File: src/rtl/elevador_registro_llamadas.sv
// Input conditioning for Elevador_3pisos: synchronises and debounces hall buttons and floor
// sensors, latches pending calls, tracks the last confirmed floor and flags sensor conflicts.
module elevador_registro_llamadas #(
  parameter int DEBOUNCE_CYCLES = 4,
  parameter int CNT_W           = 3
) (
  input  logic       clk,
  input  logic       reset,
  input  logic       b1,
  input  logic       b2,
  input  logic       b3,
  input  logic       s1,
  input  logic       s2,
  input  logic       s3,
  output logic       p1,
  output logic       p2,
  output logic       p3,
  output logic       f1,
  output logic       f2,
  output logic       f3,
  output logic [1:0] piso_actual,
  output logic       error_sensor
);

  localparam int NCH = 6;
  localparam logic [CNT_W-1:0] CNT_MAX = CNT_W'(DEBOUNCE_CYCLES - 1);

  logic [NCH-1:0]   raw;
  logic [NCH-1:0]   sync_p0;
  logic [NCH-1:0]   sync_p1;
  logic [NCH-1:0]   clean;
  logic [CNT_W-1:0] cnt [NCH];
  logic [2:0]       btn_d;
  logic [2:0]       press;
  logic [2:0]       fl;
  logic [2:0]       call;
  logic [1:0]       piso;
  logic             err;

  // Channels 0..2 are buttons b1..b3, channels 3..5 are sensors s1..s3.
  assign raw = {s3, s2, s1, b3, b2, b1};

  // Two-flop synchroniser per channel
  always_ff @(posedge clk or negedge reset) begin
    if (!reset) begin
      sync_p0 <= '0;
      sync_p1 <= '0;
    end else begin
      sync_p0 <= raw;
      sync_p1 <= sync_p0;
    end
  end

  // Debounce: clean follows sync only after DEBOUNCE_CYCLES consecutive disagreeing clocks
  always_ff @(posedge clk or negedge reset) begin
    if (!reset) begin
      clean <= '0;
      for (int i = 0; i < NCH; i++) cnt[i] <= '0;
    end else begin
      for (int i = 0; i < NCH; i++) begin
        if (sync_p1[i] == clean[i]) begin
          cnt[i] <= '0;
        end else if (cnt[i] == CNT_MAX) begin
          clean[i] <= sync_p1[i];
          cnt[i]   <= '0;
        end else begin
          cnt[i] <= cnt[i] + 1'b1;
        end
      end
    end
  end

  assign fl    = clean[5:3];
  assign press = clean[2:0] & ~btn_d;

  // Call latch and floor tracking, one clock after the clean values
  always_ff @(posedge clk or negedge reset) begin
    if (!reset) begin
      btn_d <= '0;
      call  <= '0;
      piso  <= 2'd0;
      err   <= 1'b0;
    end else begin
      btn_d <= clean[2:0];
      // Arrival at a floor clears its call and wins over a simultaneous press.
      call  <= (call | (press & ~fl)) & ~fl;
      err   <= (fl[0] & fl[1]) | (fl[0] & fl[2]) | (fl[1] & fl[2]);
      unique case (fl)
        3'b001:  piso <= 2'd1;
        3'b010:  piso <= 2'd2;
        3'b100:  piso <= 2'd3;
        default: piso <= piso;
      endcase
    end
  end

  assign p1           = call[0];
  assign p2           = call[1];
  assign p3           = call[2];
  assign f1           = fl[0];
  assign f2           = fl[1];
  assign f3           = fl[2];
  assign piso_actual  = piso;
  assign error_sensor = err;

endmodule

File: config.mk
export PLATFORM = sky130hd
export DESIGN_NAME = elevador_registro_llamadas
export DESIGN_NICKNAME = d
export VERILOG_FILES = /design/src/rtl/elevador_registro_llamadas.sv
export SDC_FILE = /design/constraint.sdc
export NUM_CORES = 1
export LEC_CHECK = 0
export BUFFER_PORTS_ARGS = -buffer_cell sky130_fd_sc_hd__buf_2
export CAP_MARGIN = 20
export CORE_UTILIZATION = 61
export DETAILED_ROUTE_END_ITERATION = 12
export GPL_ROUTABILITY_DRIVEN = 0
export MAX_ROUTING_LAYER = met4
export PLACE_DENSITY = 0.82
export SLEW_MARGIN = 5
export SYNTH_ARGS = -nofsm -noshare
export SYNTH_HDL_FRONTEND = slang
export SYNTH_SLANG_ARGS = --single-unit
export TNS_END_PERCENT = 100
File: constraint.sdc
create_clock -name clk -period 2.37 [get_ports clk]
set_clock_uncertainty 0.2 [all_clocks]
set_input_delay 0.3555 -clock clk [delete_from_list [all_inputs] [get_ports clk]]
set_output_delay 0.3555 -clock clk [all_outputs]
set_load 0.1 [all_outputs]
==> flow_summary.ini, run 1 <==
[clock_tree]
cts_made_buffers = 5
cts_resized = 0
cts_tree = built
cts-root-buf = clkbuf_4
cts-hold-fix-buffers = 7
cts.path.max_buffers = 2
clk_pin_slew_worst_paths_ns = 0.13
post_cts_buffers = 0
insertion_delay_ns = 0.34
cts.sinks = 45
cts_max_level = 2

[job]
maxCapViolations = 0

[setup_path]
cp_top_family = flip-flops
path_max_fanout = 9
worstPathRequired_ns = 1.81
crit_buf_inv = 1
crit_slowest_cell = dfrtp_1
path_cells = buf_2
worst_setup_path_end_kind = output port
arrival_ns = 1.42
timing_worst_setup_path_type = register to output port
slowest_delay_ns = 0.58
critPathLaunchType = register

[run_status]
run_status = complete, no violations

[detailed_routing]
met2_length_um = 1100
wirelength_um = 2140
routedWlPerCell_um = 13.0
ant_nets = 0
wl_met1_um = 948
drc = 0
route.top_layer_used = met4
drt_iter0_drc = 5
wl_met3_um = 75
vias = 857
viasPerCell = 5.23
drtPass1Iterations = 4

[timing]
worst-slew-pin-transition_ns = 0.901
whs_ns = 0.166
setup_viol = 0
post-route-period-util_pct = 83.5
setup-tns-final_ns = 0
setup_ws_ns = 0.392
fin_crit_ns = 1.98
slew-limit-headroom_pct = 39.9
final_hold_viol_count = 0
fmaxAchievable_mhz = 506
rsz0062_at_grt = false
drv_slew = 0

[die]
placementRows = 18
pin_count = 17
die_x_um = 54.8
core_area_sq_mm = 0.00254
dieArea_sq_mm = 0.00300
initial_utilization_pct = 66.9
die_y_um = 54.8

[placed_design]
hpwl_um = 1480
port_buffers = 16
post-place-ws_ns = 0.802

[min_path]
hold_path_class = register to register

[logic_synthesis]
yosys_warnings = 0
syn_inst = 106
ys_types = 22
ys_seq_area_share_pct = 66.2
syn_area_per_cell_sq_um = 16.1
synth-seq-cells = 45
synth_fp_nets = 120
netlist_area_sq_mm = 0.00170

[global_route]
grt_pass1_vias = 831
grt_max_degree = 46
antenna_found_initial = 0
grt.total_usage_pct = 18.2
grt_pass1_wl_um = 3460
overflow = 0

[final_layout]
syn2layout_area_growth_pct = 15.3
drive_gt1_share_pct = 35.1
diodes = 0
fin_util_pct = 77.1
final_nets = 147
-- Yosys cell counts --
cell / instances / area (sq um)
buf_4: 1 / 7.51
nor3b_2: 6 / 75.1
inv_1: 3 / 11.3
o21ai_0: 1 / 5.00
nor2b_1: 3 / 18.8
nor3_2: 3 / 30.0
nor3b_1: 5 / 37.5
a2bb2oi_1: 1 / 8.76
mux2_2: 6 / 67.6
a21oi_1: 4 / 20.0
o32a_1: 1 / 10.0
xnor2_1: 3 / 26.3
xnor2_2: 3 / 48.8
buf_6: 2 / 22.5
nor2b_4: 3 / 41.3
maj3_1: 1 / 10.0
ha_1: 6 / 75.1
dfrtp_1: 45 / 1130
nor2b_2: 2 / 17.5
nor3_1: 3 / 15.0
nand2b_1: 3 / 18.8
xor2_1: 1 / 8.76
-- registers in the layout, indices dropped and copies added (netlist names) --
register,cells
btn_d,3
sync_p0,6
sync_p1,6
clean,6
error_sensor,1
piso_actual,2
call,3
cnt,18
-- worst reg2reg max path, cell delays in order, from the launching register on --
cell     delay (ns)
dfrtp_1        0.39
ha_1           0.20
nor2b_4        0.20
mux2_2         0.34
-- routing by layer --
layer  GRT usage, %  vias up
li1               -      411
met1           19.5      429
met2           28.7       15
met3           8.33        2
met4           7.69        0
met5              -        -
-- logic make-up after synthesis --
| family | Yosys count | share of synthesized area [%] |
|---|---|---|
| flip-flops | 45 | 66.2 |
| AND/OR/NAND/NOR | 28 | 14.9 |
| AO/OA/AOI/OAI | 7 | 2.57 |
| XOR/XNOR | 7 | 4.93 |
| adder cells (fa/ha/maj) | 7 | 5.00 |
| buffers and inverters | 6 | 2.43 |
| multiplexers | 6 | 3.97 |
-- final cells by class --
cell class	instances	area, sq um
clock inverters	3	65.1
multi-input cells	55	534
fillers	151	583
inverters	3	11.3
well taps	30	37.5
flip-flops and latches	45	1130
repair buffers	23	150
clock buffers	5	37.5
-- final timing paths --
path,startpoint,end,slack (ns),cells past startpoint
max,clean[5],f3,0.39,1
min,sync_p0[2],sync_p1[2],0.17,0
max reg2reg,cnt[0],clean[5],0.94,3
min reg2reg,sync_p0[2],sync_p1[2],0.17,0
max in group asynchronous,reset,cnt[17],0.94,2
min in group asynchronous,reset,cnt[5],0.46,2
-- cells in the final DEF, fill, tap and decap left out, drive strengths merged --
master and count:
dlygate4sd3 7, a21oi 4, clkbuf 5, clkinv 1, a2bb2oi 1, ha 6
nor3 6, nand2b 3, nor3b 11, xnor2 6, xor2 1, nor2b 8
maj3 1, dfrtp 45, o32a 1, mux2 6, o21ai 1, inv 3
bufinv 2, buf 16
-- metrics by stage --
stage	cell area [sq um]	instances
2_1_floorplan	1700	106
3_3_place_gp	1790	149
6_report	1960	164
4_1_cts	1960	164
5_1_grt	1960	164
3_5_place_dp	1790	149
Power of run 1 is left out: the tool's default activity adds up to more than one toggle a clock period on the data nets, which glitch-free logic cannot reach.
==> run 2: changes to the inputs <==
--- a/config.mk
+++ b/config.mk
@@ -7,11 +7,11 @@
 export LEC_CHECK = 0
 export BUFFER_PORTS_ARGS = -buffer_cell sky130_fd_sc_hd__buf_2
 export CAP_MARGIN = 20
-export CORE_UTILIZATION = 61
+export CORE_UTILIZATION = 51
 export DETAILED_ROUTE_END_ITERATION = 12
 export GPL_ROUTABILITY_DRIVEN = 0
 export MAX_ROUTING_LAYER = met4
-export PLACE_DENSITY = 0.82
+export PLACE_DENSITY = 0.73
 export SLEW_MARGIN = 5
 export SYNTH_ARGS = -nofsm -noshare
 export SYNTH_HDL_FRONTEND = slang
==> constraint.sdc (replaced) <==
create_clock -name clk -period 1.6 [get_ports clk]
set_clock_uncertainty 0.2 [all_clocks]
set_input_delay 0.24 -clock clk [delete_from_list [all_inputs] [get_ports clk]]
set_output_delay 0.24 -clock clk [all_outputs]
set_load 0.1 [all_outputs]
==> flow_summary.ini, run 2 (synthesis results as in run 1) <==
[run_status]
run_status = complete, no violations

[die]
core_area_sq_mm = 0.00310
initial_utilization_pct = 54.8
die_y_um = 59.8
placementRows = 20
dieArea_sq_mm = 0.00357
die_x_um = 59.8
pin_count = 17

[setup_path]
critPathLaunchType = register
arrival_ns = 1.10
path_max_fanout = 1
worstPathRequired_ns = 1.16
crit_slowest_cell = buf_2
timing_worst_setup_path_type = register to output port
slowest_delay_ns = 0.42
worst_setup_path_end_kind = output port
crit_buf_inv = 1
path_cells = buf_2
cp_top_family = buffers and inverters

[pwr]
vdd_ir_drop_max_v = 0.000755
p_total_mw = 4.12
p_leak_nw = 0.922
powerDensity_mw_per_mm2 = 2050

[clock_tree]
post_cts_buffers = 0
insertion_delay_ns = 0.34
cts_made_buffers = 5
cts.sinks = 45
cts.path.max_buffers = 2
cts-root-buf = clkbuf_4
cts_max_level = 2
clk_pin_slew_worst_paths_ns = 0.12
cts_tree = built

[final_layout]
largest_register_ff_count = 18
final_common_cell = dfrtp_1
drive_gt1_share_pct = 36.0
regArea_sq_mm = 0.00113
regMostFlops = cnt
multiInputGateArea_sq_um = 534
fill_cells = 234
final_nets = 149
diodes = 0
final_cell_mix = 42 x dfrtp_1, 8 x buf_2, 7 x dlygate4sd3_1
syn2layout_area_growth_pct = 18.4
fin_util_pct = 64.9

[detailed_routing]
drt_iter0_drc = 29
viasPerCell = 4.86
drc = 0
ant_nets = 0
wirelength_um = 2400
drtPass1Iterations = 3
vias = 875
routedWlPerCell_um = 13.3

[global_route]
overflow = 0
grt_pass1_wl_um = 4240
grt_pass1_vias = 956
antenna_found_initial = 0
grt_max_degree = 20
grt.total_usage_pct = 17.7

[timing]
fin_crit_ns = 1.54
worst-slew-pin-transition_ns = 0.485
slew-limit-headroom_pct = 67.9
drv_slew = 0
final_hold_viol_count = 0
setup_ws_ns = 0.0593
setup_viol = 0
setup-tns-final_ns = 0
fmaxAchievable_mhz = 649
post-route-period-util_pct = 96.3
rsz0062_at_grt = false

[job]
maxCapViolations = 0

[placed_design]
post-place-ws_ns = 0.148
hpwl_um = 1710
port_buffers = 16

[min_path]
hold_path_class = primary input to async pin
==> run 2: changes by cell type in the layout (fill, tap and decap cells not counted) <==
cell | before | now
buf_12 | 0 | 4
buf_2 | 16 | 8
bufinv_16 | 2 | 0
dfrtp_1 | 45 | 42
buf_4 | 0 | 5
dfrtp_2 | 0 | 3
clkinv_2 | 1 | 0
clkbuf_4 | 5 | 6
clkbuf_1 | 0 | 3
==> run 2: metal layers <==
metal	routed length (um)	vias up	global-route usage [%]	part of all wire (%)
met5	0	-	-	0
met4	74	0	10.3	3.1
met3	65	9	4.55	2.7
met2	1210	16	28.1	51
met1	1040	436	20.2	44
li1	-	414	-	-
==> run 2: final timing paths <==
kind | cells after the start | slack, ns | to | start
worst max-delay path | 1 | 0.06 | error_sensor | error_sensor
worst min-delay path | 2 | 0.16 | piso_actual[0] | reset
worst max register to register | 3 | 0.15 | clean[3] | cnt[6]
worst min register to register | 0 | 0.16 | sync_p1[3] | sync_p0[3]
max in group asynchronous | 3 | 0.55 | sync_p0[1] | reset
min in group clk | 0 | 0.16 | sync_p1[3] | sync_p0[3]
==> run 2: cell type report <==
cell class | instances | share of cell area (%)
repair buffers | 25 | 11.7
well taps | 44 | 2.73
inverters | 3 | 0.559
multi-input cells | 55 | 26.5
clock buffers | 8 | 2.42
flip-flops and latches | 45 | 56.1
==> run 2: per-stage QoR <==
stage	area (sq um)	instances	hold slack [ns]
CTS	2010	180	0.148
floorplan	1710	106	-0.256
detailed placement	1880	165	-0.00446
finish	2010	180	0.160
global route	2010	180	0.173
global placement	1880	165	-0.00544
==> run 2: power by group <==
part / switching (mW) / internal (mW)
combinational: 1.17 / 0.687
clock: 0.323 / 0.176
sequential: 0.305 / 1.47
==> run 2: repair_timing <==
| action | 4_1_cts | 5_1_grt |
|---|---|---|
| hold buffers | 7 | 0 |
| resized for setup | 4 | 1 |
| hold endpoints to repair | 51 | 0 |
| endpoints found under the setup margin | 4 | 1 |
(Power assumes the default switching activity.)
==> run 3: changes to the inputs <==
--- a/config.mk
+++ b/config.mk
@@ -7,11 +7,11 @@
 export LEC_CHECK = 0
 export BUFFER_PORTS_ARGS = -buffer_cell sky130_fd_sc_hd__buf_2
 export CAP_MARGIN = 20
-export CORE_UTILIZATION = 51
+export CORE_UTILIZATION = 35
+export CTS_CLUSTER_DIAMETER = 80
 export DETAILED_ROUTE_END_ITERATION = 12
 export GPL_ROUTABILITY_DRIVEN = 0
 export MAX_ROUTING_LAYER = met4
-export PLACE_DENSITY = 0.73
 export SLEW_MARGIN = 5
 export SYNTH_ARGS = -nofsm -noshare
 export SYNTH_HDL_FRONTEND = slang
==> flow_summary.ini, run 3 (synthesis results as in run 1) <==
[placed_design]
hpwl_um = 1630
post_dp_cell_area_sq_mm = 0.00189
post-place-ws_ns = 0.174
port_buffers = 16

[setup_path]
crit_slowest_cell = buf_2
critPathLaunchType = register
arrival_ns = 1.09
crit_buf_inv = 1
worst_setup_path_end_kind = output port
path_max_fanout = 3
cp_top_family = buffers and inverters
crit_cells = 1
ff2ff_path_depth = 3
slowest_delay_ns = 0.43
path_cells = buf_2
timing_worst_setup_path_type = register to output port
worstPathRequired_ns = 1.16

[die]
core_area_sq_mm = 0.00469
dieArea_sq_mm = 0.00514
initial_utilization_pct = 36.3
die_x_um = 71.7
pin_count = 17
die_y_um = 71.7
placementRows = 25

[timing]
post-route-period-util_pct = 95.4
fmaxAchievable_mhz = 655
final_hold_viol_count = 0
fin_crit_ns = 1.53
slew-limit-headroom_pct = 67.5
drv_slew = 0
setup-tns-final_ns = 0
setup_viol = 0
rsz0062_at_grt = false
setup_ws_ns = 0.0733
worst-slew-pin-transition_ns = 0.492

[clock_tree]
insertion_delay_ns = 0.28
cts_resized = 0
post_cts_buffers = 0
cts_made_buffers = 5
cts-hold-fix-buffers = 7
cts_max_level = 2
cts-root-buf = clkbuf_8
clk_pin_slew_worst_paths_ns = 0.08
cts_tree = built
cts.sinks = 45
cts.path.max_buffers = 2

[final_layout]
drive_gt1_share_pct = 37.8
diodes = 0
final_nets = 148
fin_area_sq_mm = 0.00206
regMostFlops = cnt
syn2layout_area_growth_pct = 21.0
final_common_cell = dfrtp_1
largest_register_ff_count = 18
final_cell_mix = 42 x dfrtp_1, 13 x buf_2, 7 x clkbuf_8, 7 x dlygate4sd3_1

[global_route]
grt.total_usage_pct = 11.2
grt_max_degree = 46
antenna_found_initial = 0
overflow = 0
grt_pass1_vias = 915
grt_pass1_wl_um = 4170

[min_path]
hold-path-cell-count = 0
hold_path_class = register to register

[job]
maxCapViolations = 0

[run_status]
run_status = complete, no violations

[detailed_routing]
drt_iter0_drc = 53
viasPerCell = 4.58
ant_nets = 0
drtPass1Iterations = 2
routedWlPerCell_um = 12.2
drc = 0
vias = 866
wirelength_um = 2300

[pwr]
powerDensity_mw_per_mm2 = 2090
p_leak_nw = 0.941
vdd_ir_drop_max_v = 0.000740
-- run 3: cell types whose count changed in the layout (fill, tap and decap cells not counted), sizes merged --
| cell | delta |
|---|---|
| clkbuf | -2 |
| clkinv | +1 |
-- run 3: final timing paths --
kind	startpoint	endpoint	slack, ns
min in group asynchronous	reset	cnt[0]	0.25
max	piso_actual[1]	piso_actual[1]	0.07
max reg2reg	cnt[3]	clean[4]	0.17
max in group asynchronous	reset	clean[4]	0.73
min reg2reg	sync_p0[5]	sync_p1[5]	0.15
min	sync_p0[5]	sync_p1[5]	0.15
-- run 3: per-stage QoR --
step,total power [mW],std cells,hold WS (ns),util [%]
after global routing,4.56,189,0.170,43.9
after floorplan,3.21,106,-0.256,-
after global placement,3.52,174,0.0280,40.2
after CTS,4.36,189,0.159,43.9
after detailed placement,3.60,174,0.0393,40.2
final,4.30,189,0.154,43.9
-- run 3: report_power, final --
part | total (mW) | switching, mW | internal, mW
clock network | 0.739 | 0.349 | 0.390
logic | 1.80 | 1.15 | 0.645
registers | 1.76 | 0.294 | 1.47
-- run 3: metal layers --
layer	vias up	wire (um)	GRT usage, %
li1	411	-	-
met1	443	966	12.9
met2	10	1240	17.5
met3	2	74	3.94
met4	0	17	5.23
met5	-	0	-
-- run 3: area by class of cell --
cell class,count,area (sq um)
Tap cell,54,67.6
Inverter,3,11.3
Clock inverter,1,5.00
Timing Repair Buffer,24,215
Multi-Input combinational cell,55,534
Sequential cell,45,1130
Clock buffer,7,96.3
Fill cell,424,2630
